--- src/rtl/seg7_pkg.sv ---
// Shared seven-segment constants: glyph table, blank level and segment bit positions.
// Segment order within a glyph is {g, f, e, d, c, b, a}.
package seg7_pkg;

   localparam int unsigned SEG_A = 0;
   localparam int unsigned SEG_B = 1;
   localparam int unsigned SEG_C = 2;
   localparam int unsigned SEG_D = 3;
   localparam int unsigned SEG_E = 4;
   localparam int unsigned SEG_F = 5;
   localparam int unsigned SEG_G = 6;

   localparam logic [6:0] SEG_OFF = 7'h00;

   // Entry n is the hex glyph for code n: 0-9, then A, b, C, d, E, F.
   localparam logic [6:0] GLYPH_TABLE [16] = '{
      7'h3F, 7'h06, 7'h5B, 7'h4F, 7'h66, 7'h6D, 7'h7D, 7'h07,
      7'h7F, 7'h6F, 7'h77, 7'h7C, 7'h39, 7'h5E, 7'h79, 7'h71
   };

endpackage

--- src/rtl/seg7_glyph.sv ---
// Combinational nibble-to-glyph decoder; BCD mode blanks codes 10-15.
module seg7_glyph (
   input  logic [3:0] nibble_i,
   input  logic       hex_mode_i,
   output logic [6:0] glyph_o
);
   import seg7_pkg::*;

   always_comb begin
      glyph_o = GLYPH_TABLE[nibble_i];
      if (!hex_mode_i && (nibble_i > 4'd9)) begin
         glyph_o = SEG_OFF;
      end
   end

endmodule

--- src/rtl/seg7_scan_decoder.sv ---
// Multiplexed seven-segment driver: scans NUM_DIGITS digits over a shared segment bus and
// swaps in newly loaded values only at a frame boundary so the display never tears.
module seg7_scan_decoder #(
   parameter int unsigned NUM_DIGITS = 4,
   parameter int unsigned SCAN_DIV   = 1024,
   parameter int unsigned HEX_MODE   = 0,
   parameter int unsigned ACTIVE_LOW = 0
) (
   input  logic                    clk_i,
   input  logic                    rst_i,
   input  logic                    load_valid_i,
   output logic                    load_ready_o,
   input  logic [4*NUM_DIGITS-1:0] load_data_i,
   input  logic                    blank_lz_i,
   output logic [6:0]              seg_o,
   output logic [NUM_DIGITS-1:0]   digit_en_o,
   output logic                    err_o
);
   import seg7_pkg::*;

   localparam int unsigned IdxW  = (NUM_DIGITS > 1) ? $clog2(NUM_DIGITS) : 1;
   localparam int unsigned DivW  = $clog2(SCAN_DIV);
   localparam int unsigned DataW = 4 * NUM_DIGITS;

   localparam logic [DivW-1:0]       DivMax = DivW'(SCAN_DIV - 1);
   localparam logic [IdxW-1:0]       IdxMax = IdxW'(NUM_DIGITS - 1);
   localparam logic [6:0]            SegPol = (ACTIVE_LOW != 0) ? 7'h7F : 7'h00;
   localparam logic [NUM_DIGITS-1:0] DigPol = {NUM_DIGITS{ACTIVE_LOW != 0}};

   logic [DivW-1:0]       div_q, div_d;
   logic [IdxW-1:0]       idx_q, idx_d;
   logic [DataW-1:0]      active_q, active_d;
   logic [DataW-1:0]      pending_q, pending_d;
   logic                  pend_q, pend_d;
   logic                  err_q, err_d;
   logic [6:0]            seg_q, seg_d;
   logic [NUM_DIGITS-1:0] digit_en_q, digit_en_d;

   logic                  accept;
   logic                  div_wrap;
   logic                  frame_end;
   logic                  bcd_bad;
   logic [3:0]            cur_nib;
   logic                  cur_lz;
   logic                  zero_run;
   logic [NUM_DIGITS-1:0] lead_zero;
   logic [6:0]            glyph;

   seg7_glyph u_glyph (
      .nibble_i   (cur_nib),
      .hex_mode_i (HEX_MODE != 0),
      .glyph_o    (glyph)
   );

   assign load_ready_o = !pend_q;
   assign accept       = load_valid_i && !pend_q;
   assign div_wrap     = (div_q == DivMax);
   assign frame_end    = div_wrap && (idx_q == IdxMax);

   always_comb begin
      bcd_bad = 1'b0;
      for (int k = 0; k < NUM_DIGITS; k++) begin
         if (load_data_i[4*k +: 4] > 4'd9) begin
            bcd_bad = 1'b1;
         end
      end
   end

   // lead_zero[k]: digit k and every more-significant digit are zero.
   always_comb begin
      zero_run  = 1'b1;
      lead_zero = '0;
      for (int k = NUM_DIGITS - 1; k >= 0; k--) begin
         zero_run     = zero_run && (active_q[4*k +: 4] == 4'd0);
         lead_zero[k] = zero_run;
      end
   end

   always_comb begin
      cur_nib = 4'd0;
      cur_lz  = 1'b0;
      for (int k = 0; k < NUM_DIGITS; k++) begin
         if (idx_q == IdxW'(k)) begin
            cur_nib = active_q[4*k +: 4];
            cur_lz  = lead_zero[k];
         end
      end
   end

   always_comb begin
      div_d     = div_wrap ? '0 : div_q + 1'b1;
      idx_d     = idx_q;
      active_d  = active_q;
      pending_d = pending_q;
      pend_d    = pend_q;
      err_d     = err_q;

      if (div_wrap) begin
         idx_d = (idx_q == IdxMax) ? '0 : idx_q + 1'b1;
      end

      // Ready is low whenever a transfer is due, so these branches never overlap.
      if (accept) begin
         pending_d = load_data_i;
         pend_d    = 1'b1;
         if ((HEX_MODE == 0) && bcd_bad) begin
            err_d = 1'b1;
         end
      end else if (frame_end && pend_q) begin
         active_d = pending_q;
         pend_d   = 1'b0;
      end

      if (blank_lz_i && (idx_q != '0) && cur_lz) begin
         seg_d = SEG_OFF ^ SegPol;
      end else begin
         seg_d = glyph ^ SegPol;
      end

      digit_en_d = '0;
      for (int k = 0; k < NUM_DIGITS; k++) begin
         digit_en_d[k] = (idx_q == IdxW'(k));
      end
      digit_en_d = digit_en_d ^ DigPol;
   end

   always_ff @(posedge clk_i) begin
      if (rst_i) begin
         div_q      <= '0;
         idx_q      <= '0;
         active_q   <= '0;
         pending_q  <= '0;
         pend_q     <= 1'b0;
         err_q      <= 1'b0;
         seg_q      <= SEG_OFF ^ SegPol;
         digit_en_q <= DigPol;
      end else begin
         div_q      <= div_d;
         idx_q      <= idx_d;
         active_q   <= active_d;
         pending_q  <= pending_d;
         pend_q     <= pend_d;
         err_q      <= err_d;
         seg_q      <= seg_d;
         digit_en_q <= digit_en_d;
      end
   end

   assign seg_o      = seg_q;
   assign digit_en_o = digit_en_q;
   assign err_o      = err_q;

endmodule

--- config.mk ---
export PLATFORM = sky130hd
export DESIGN_NAME = seg7_scan_decoder
export DESIGN_NICKNAME = d
export VERILOG_FILES = /design/src/rtl/seg7_pkg.sv /design/src/rtl/seg7_glyph.sv /design/src/rtl/seg7_scan_decoder.sv
export SDC_FILE = /design/constraint.sdc
export NUM_CORES = 1
export LEC_CHECK = 0
export CAP_MARGIN = 5
export CELL_PAD_IN_SITES_DETAIL_PLACEMENT = 1
export CELL_PAD_IN_SITES_GLOBAL_PLACEMENT = 1
export CORE_MARGIN = 3
export CORE_UTILIZATION = 32
export CTS_BUF_LIST = sky130_fd_sc_hd__clkbuf_16
export DETAILED_ROUTE_END_ITERATION = 12
export HOLD_SLACK_MARGIN = 0.02
export PLACE_DENSITY = 0.71
export SYNTH_ARGS = -nofsm -noshare
export SYNTH_HDL_FRONTEND = slang
export SYNTH_SLANG_ARGS = --single-unit
--- constraint.sdc ---
create_clock -name clk_i -period 2.85 [get_ports clk_i]
set_input_delay 0.57 -clock clk_i [delete_from_list [all_inputs] [get_ports clk_i]]
set_output_delay 0.57 -clock clk_i [all_outputs]
set_load 0.01 [all_outputs]
== Word-level counts from Yosys, hierarchy flattened ==
Memory sizes are Yosys's and may differ from the RTL's. A register that Yosys moved wholly into a read port is not among the register bits.
Cells that the tools add are included.

* Bits in latches: 0
* Flip-flop bits (word level): 50
* Bits in writable memories: 0
* Memories kept: 1
* Word-level logic and storage cells: 56
* Input bits: 20
* ROM bits: 112
* Output and inout bits: 13

* Order comparisons: 5
* Div/mod/pow operators: 0
* Multipliers: 0
* Equality and inequality tests: 4
* Add/subtract/negate cells: 2
* Shift-type cells: 0
* Bitwise logic cells: 2
* Muxes and demuxes: 15
* Reductions and logical operators: 20

{| class="wikitable"
|+ Memories
! name !! words !! width !! read ports !! clocked after Yosys merged registers in !! wr ports !! line !! RTL
|-
| (name not given) || 16 || 7 || 1 || 1 || 0 || seg7_glyph.sv:10 || <nowiki>glyph_o = GLYPH_TABLE[nibble_i];</nowiki>
|}

{| class="wikitable"
|+ Operator list
! operator !! number
|-
| greater-than comparator 4 bit (second input constant) || 5
|-
| zero test 4 bit || 4
|-
| 2-to-1 mux 4 bit || 4
|-
| adder 10 x 1 -> 10 bit (second input constant) || 1
|-
| == test 10 bit (second input constant) || 1
|-
| 2-to-1 mux 1 bit || 10
|-
| logical AND 1 bit || 8
|-
| inverter 4 -> 5 bit || 1
|-
| == test 2 bit (second input constant) || 2
|-
| AND reduction 2 bit || 2
|-
| nonzero test 2 bit || 2
|-
| OR reduction 3 bit || 1
|-
| adder 2 x 1 -> 2 bit (second input constant) || 1
|-
| == test 2 x 1 -> 1 bit (second input constant) || 1
|-
| zero test 2 bit || 1
|-
| 2-to-1 mux 2 bit || 1
|-
| OR reduction 2 bit || 1
|-
| zero test 1 bit || 1
|-
| inverter 1 bit || 1
|}

== Longest topological paths before layout ==
* Depth after elaboration: 10
* Gate-level depth with buffers: 11
* Depth with buffers taken out: 10

== By module ==
A second synthesis with hierarchy kept.

* Cell total of the unflattened synthesis: 303
* Area total of the unflattened synthesis: 2630.0 µm²

{| class="wikitable"
|+ Modules (own cells, without submodules)
! module !! cells an instance !! area each (µm²) !! instances !! sequential area each (µm²)
|-
| seg7_scan_decoder || 257 || 2309.7 || 1 || 1141.1
|-
| seg7_glyph || 46 || 320.3 || 1 || 0.0
|}

== Worst setup path before layout ==
No wires, ideal clock.

* Path kind: reg-to-reg
* Start point: register idx_q[0]
* End point: register seg_q[3] (netlist: seg_o[3])
* Stages on the path, launching flop included: 11
* Data arrival time: 2344 ps
* Setup slack: 436 ps
* Buffers on the path: 2
* Clock period less this slack: 2414 ps
* Path through: dfxtp_1 ha_1 buf_6 buf_2 a211oi_1 a221oi_1 ha_1 nor2_1 or3_1 or2_0 a21oi_1

* Elaborated cells on any way between the ends: 18
* Those cells by class: order compare (1); eq/ne (3); mux (8); bitwise (1); reduce/logical (5)

{| class="wikitable"
|+ RTL lines
! element !! line !! RTL
|-
| start, declared || seg7_scan_decoder.sv:31 || <nowiki>logic [IdxW-1:0] idx_q, idx_d;</nowiki>
|-
| start signal, assigned || seg7_scan_decoder.sv:139 || <nowiki>idx_q <= idx_d;</nowiki>
|-
| == test 2 bit * || - ||
|-
| named net digit_en_d[3] || seg7_scan_decoder.sv:37 || <nowiki>logic [NUM_DIGITS-1:0] digit_en_q, digit_en_d;</nowiki>
|-
| 2-to-1 mux 4 bit / 2-to-1 mux 1 bit (equally long branches) || seg7_scan_decoder.sv:83 || <nowiki>if (idx_q == IdxW'(k)) begin</nowiki>
|-
| greater-than comparator 4 bit / logical AND 1 bit (equally long branches) || seg7_glyph.sv:11, seg7_scan_decoder.sv:114 ||
|-
| OR reduction 3 bit (no source line) || - ||
|-
| end, declared || seg7_scan_decoder.sv:36 || <nowiki>logic [6:0] seg_q, seg_d;</nowiki>
|}

The timed path passes the listed nets; every way through them passes the cells marked *.
A chain may end at the register's enable or synchronous reset.

== Final worst setup path ==
* Start point: register idx_q[1]
* End point: register seg_q[3] (netlist: seg_o[3])

* Elaborated cells on any way between the ends: 18
* Those cells by class: order compare (1); eq/ne (3); mux (8); bitwise (1); reduce/logical (5)

{| class="wikitable"
|+ RTL lines
! element !! line
|-
| == test 2 x 1 -> 1 bit * || -
|-
| named net digit_en_d[1] || seg7_scan_decoder.sv:37
|-
| 2-to-1 mux 4 bit / 2-to-1 mux 1 bit (equally long branches) (3 in series) || seg7_scan_decoder.sv:83
|-
| greater-than comparator 4 bit / logical AND 1 bit (equally long branches) || seg7_glyph.sv:11, seg7_scan_decoder.sv:114
|-
| OR reduction 3 bit (no source line) || -
|}

Marked as above.

==> impl_metrics.tcl <==
set metrics [dict create \
    maxCapViolations 0 \
    synth_flop_cell "dfxtp_1" \
    synth_top_family_by_area "simple AND/OR/NAND/NOR gates" \
    cts_tree "done" \
    yosys.area_share.xor_xnor 0.0241 \
    async_reset_ff_frac 0 \
    drt_first_pass_iters 4 \
    root_buffer "clkbuf_16" \
    utilization 0.429 \
    fp.dieArea_um2 9050 \
    worstMarginPinSlew_ns 0.559 \
    max_freq_mhz 398 \
    gp_congestion 0.812 \
    synth_top_cells_by_count "dfxtp_1 (57), nand2_1 (40), nor2_1 (39)" \
    drive_above_1_share 0.0889 \
    worstPathArrival_ns 2.77 \
    clock_path_buffers 2 \
    syn-cell-area_um2 2540 \
    fin_crit_sh 0.882 \
    vias 1975 \
    start_kind "register" \
    wire_per_inst_um 14.0 \
    max-slew-margin-rel 0.627 \
    clock_latency_ns 0.33 \
    stdcell_area_um2 3210 \
    overflow 0 \
    synth_top_area_cell "dfxtp_1" \
    hold_viol 0 \
    cts.clk_slew.worst_paths_ns 0.05 \
    htreeDepth 3 \
    leakage_nw 1.19 \
    cts_resized 0 \
    yosysMostFrequentCell "dfxtp_1" \
    grt_usage 0.141 \
    power_density_nw_per_um2 646 \
    worst-path-max-fanout 10 \
    grt_pass1_vias 2047 \
    synthTopCellsByArea "dfxtp_1 (45%), mux2i_1 (7.1%), ha_1 (5.9%), nand2_1 (5.9%), nor2_1 (5.8%)" \
    antenna_found_initial 0 \
    finClkSkew_ns 0.00930 \
    place_area_um2 2890 \
    fin_nets 342 \
    critPathKind "reg -> reg" \
    synthMuxAreaShare 0.0709 \
    syn-num-nets 310 \
    slew_violations 0 \
    core_area_um2 7490 \
    outcome "completed" \
    io_buffers 32 \
    synth_edf_count 0 \
    ys_seq_area_frac 0.449 \
    synth-simple-area-share 0.219 \
    die_w_um 95.1 \
    syn_to_final_growth_pct 26.4 \
    post-route-min-period_ns 2.51 \
    start_util 0.340 \
    synthCells 278 \
    yosys.cell_types.count 42 \
    pin_count 33 \
    postCtsHoldBufs 0 \
    hold_slack_ns 0.445 \
    synth.top_cell.area_share 0.449 \
    drtIter0Drc 81 \
    hold_class "reg -> reg" \
    fin_tns_setup_ns 0 \
    synth-compound-area-share 0.116 \
    dp_slack_ns 0.362 \
    synth_fa_ha_area_frac 0.0591 \
    cts_inserted_buffers 9 \
    num_antenna_cells 0 \
    drtAntennaViolNets 0 \
    worstSetupEndpointType "register" \
    grt_pass1_wl_mm 9.60 \
    rows 31 \
    postCtsSetupBuffers 0 \
    fin_ws_ns 0.337 \
    cts_sinks 57 \
    postSynthAreaPerCell_um2 9.15 \
    peakVddDrop_mv 0.285 \
    num-fill-cells 865 \
    rsz0062_at_grt "no" \
    fp.dieH_um 95.1 \
    ys_ff_latch 57 \
    grt_max_degree 41 \
    viasPerCell 4.77 \
    required_ns 3.11 \
    dp_hpwl_mm 4.15 \
    setup_viol 0 \
    drc_errors 0 \
    wl_mm 5.78 \
    ys_warn_count 0 \
]
-- cells in the final DEF (no fill, tap or decap), types with 2 or more instances in the layout --
cell type / n
dfxtp_1: 57
nand2_1: 40
nor2_1: 39
clkdlybuf4s50_1: 32
a21oi_1: 24
mux2i_1: 18
ha_1: 12
inv_1: 9
clkbuf_16: 9
a211oi_1: 6
nor2b_1: 6
o21ai_0: 6
nand3_1: 5
nor3b_1: 4
xnor2_1: 4
buf_4: 4
nand3b_1: 3
a221oi_1: 3
xor2_1: 3
nor4_1: 2
or2_0: 2
nor3_1: 2
clkinv_2: 2
clkinv_4: 2
bufinv_16: 2
-- state kept, by name (all words and copies together), names as in the netlist --
signal,flops
active_q,16
pending_q,16
div_q,10
seg_o,7
digit_en_o,4
idx_q,2
err_o,1
pend_q,1
-- metal layers --
layer,up-vias,track usage,routed length [µm]
li1,1004,-,-
met1,918,0.169,2750
met2,43,0.226,2670
met3,10,0.0466,232
met4,0,0.0649,123
met5,-,0,0
-- final cells by class --
class	instances	area, µm²	share of cell area
Multi-Input combinational cell	197	1240	0.387
Sequential cell	57	1140	0.355
Timing Repair Buffer	36	350	0.109
Clock buffer	9	225	0.0701
Tap cell	99	124	0.0386
Clock inverter	7	95.1	0.0296
Inverter	9	33.8	0.0105
-- cells by family after synthesis --
kind of cell	count (synthesis)
AO/OA/AOI/OAI	47
XOR/XNOR	7
adder cells (fa/ha/maj)	12
buffers and inverters	24
flip-flops	57
multiplexers	18
AND/OR/NAND/NOR	113
-- final timing paths --
check / start / endpoint / slack [ns] / cells past startpoint
worst max-delay path: idx_q[1] / seg_o[3] / 0.34 / 11
worst min-delay path: div_q[0] / div_q[0] / 0.44 / 1
worst max register to register: idx_q[1] / seg_o[3] / 0.34 / 11
worst min register to register: div_q[0] / div_q[0] / 0.44 / 1
-- critical path, stage by stage, from the launching register on --
cell and delay (ns):
dfxtp_1 0.39, inv_1 0.08, ha_1 0.31, a211oi_1 0.29
a221oi_1 0.11, buf_4 0.19, inv_1 0.11, ha_1 0.19
nor2_1 0.06, or3_1 0.38, or2_0 0.22, a21oi_1 0.12
-- metrics by stage --
step | total power, mW | cells
after floorplan | 0.901 | 278
after global placement | 0.956 | 398
after detailed placement | 0.959 | 398
after CTS | 2.10 | 414
after global routing | 2.16 | 414
final | 2.08 | 414
-- power breakdown --
group	switching, mW	internal (mW)	leakage (nW)
Combinational	0.0502	0.0544	0.571
Sequential	0.0138	0.822	0.465
Clock	0.373	0.763	0.155
Total	0.437	1.64	1.19
Note: power is estimated with default switching activity, not from simulation.
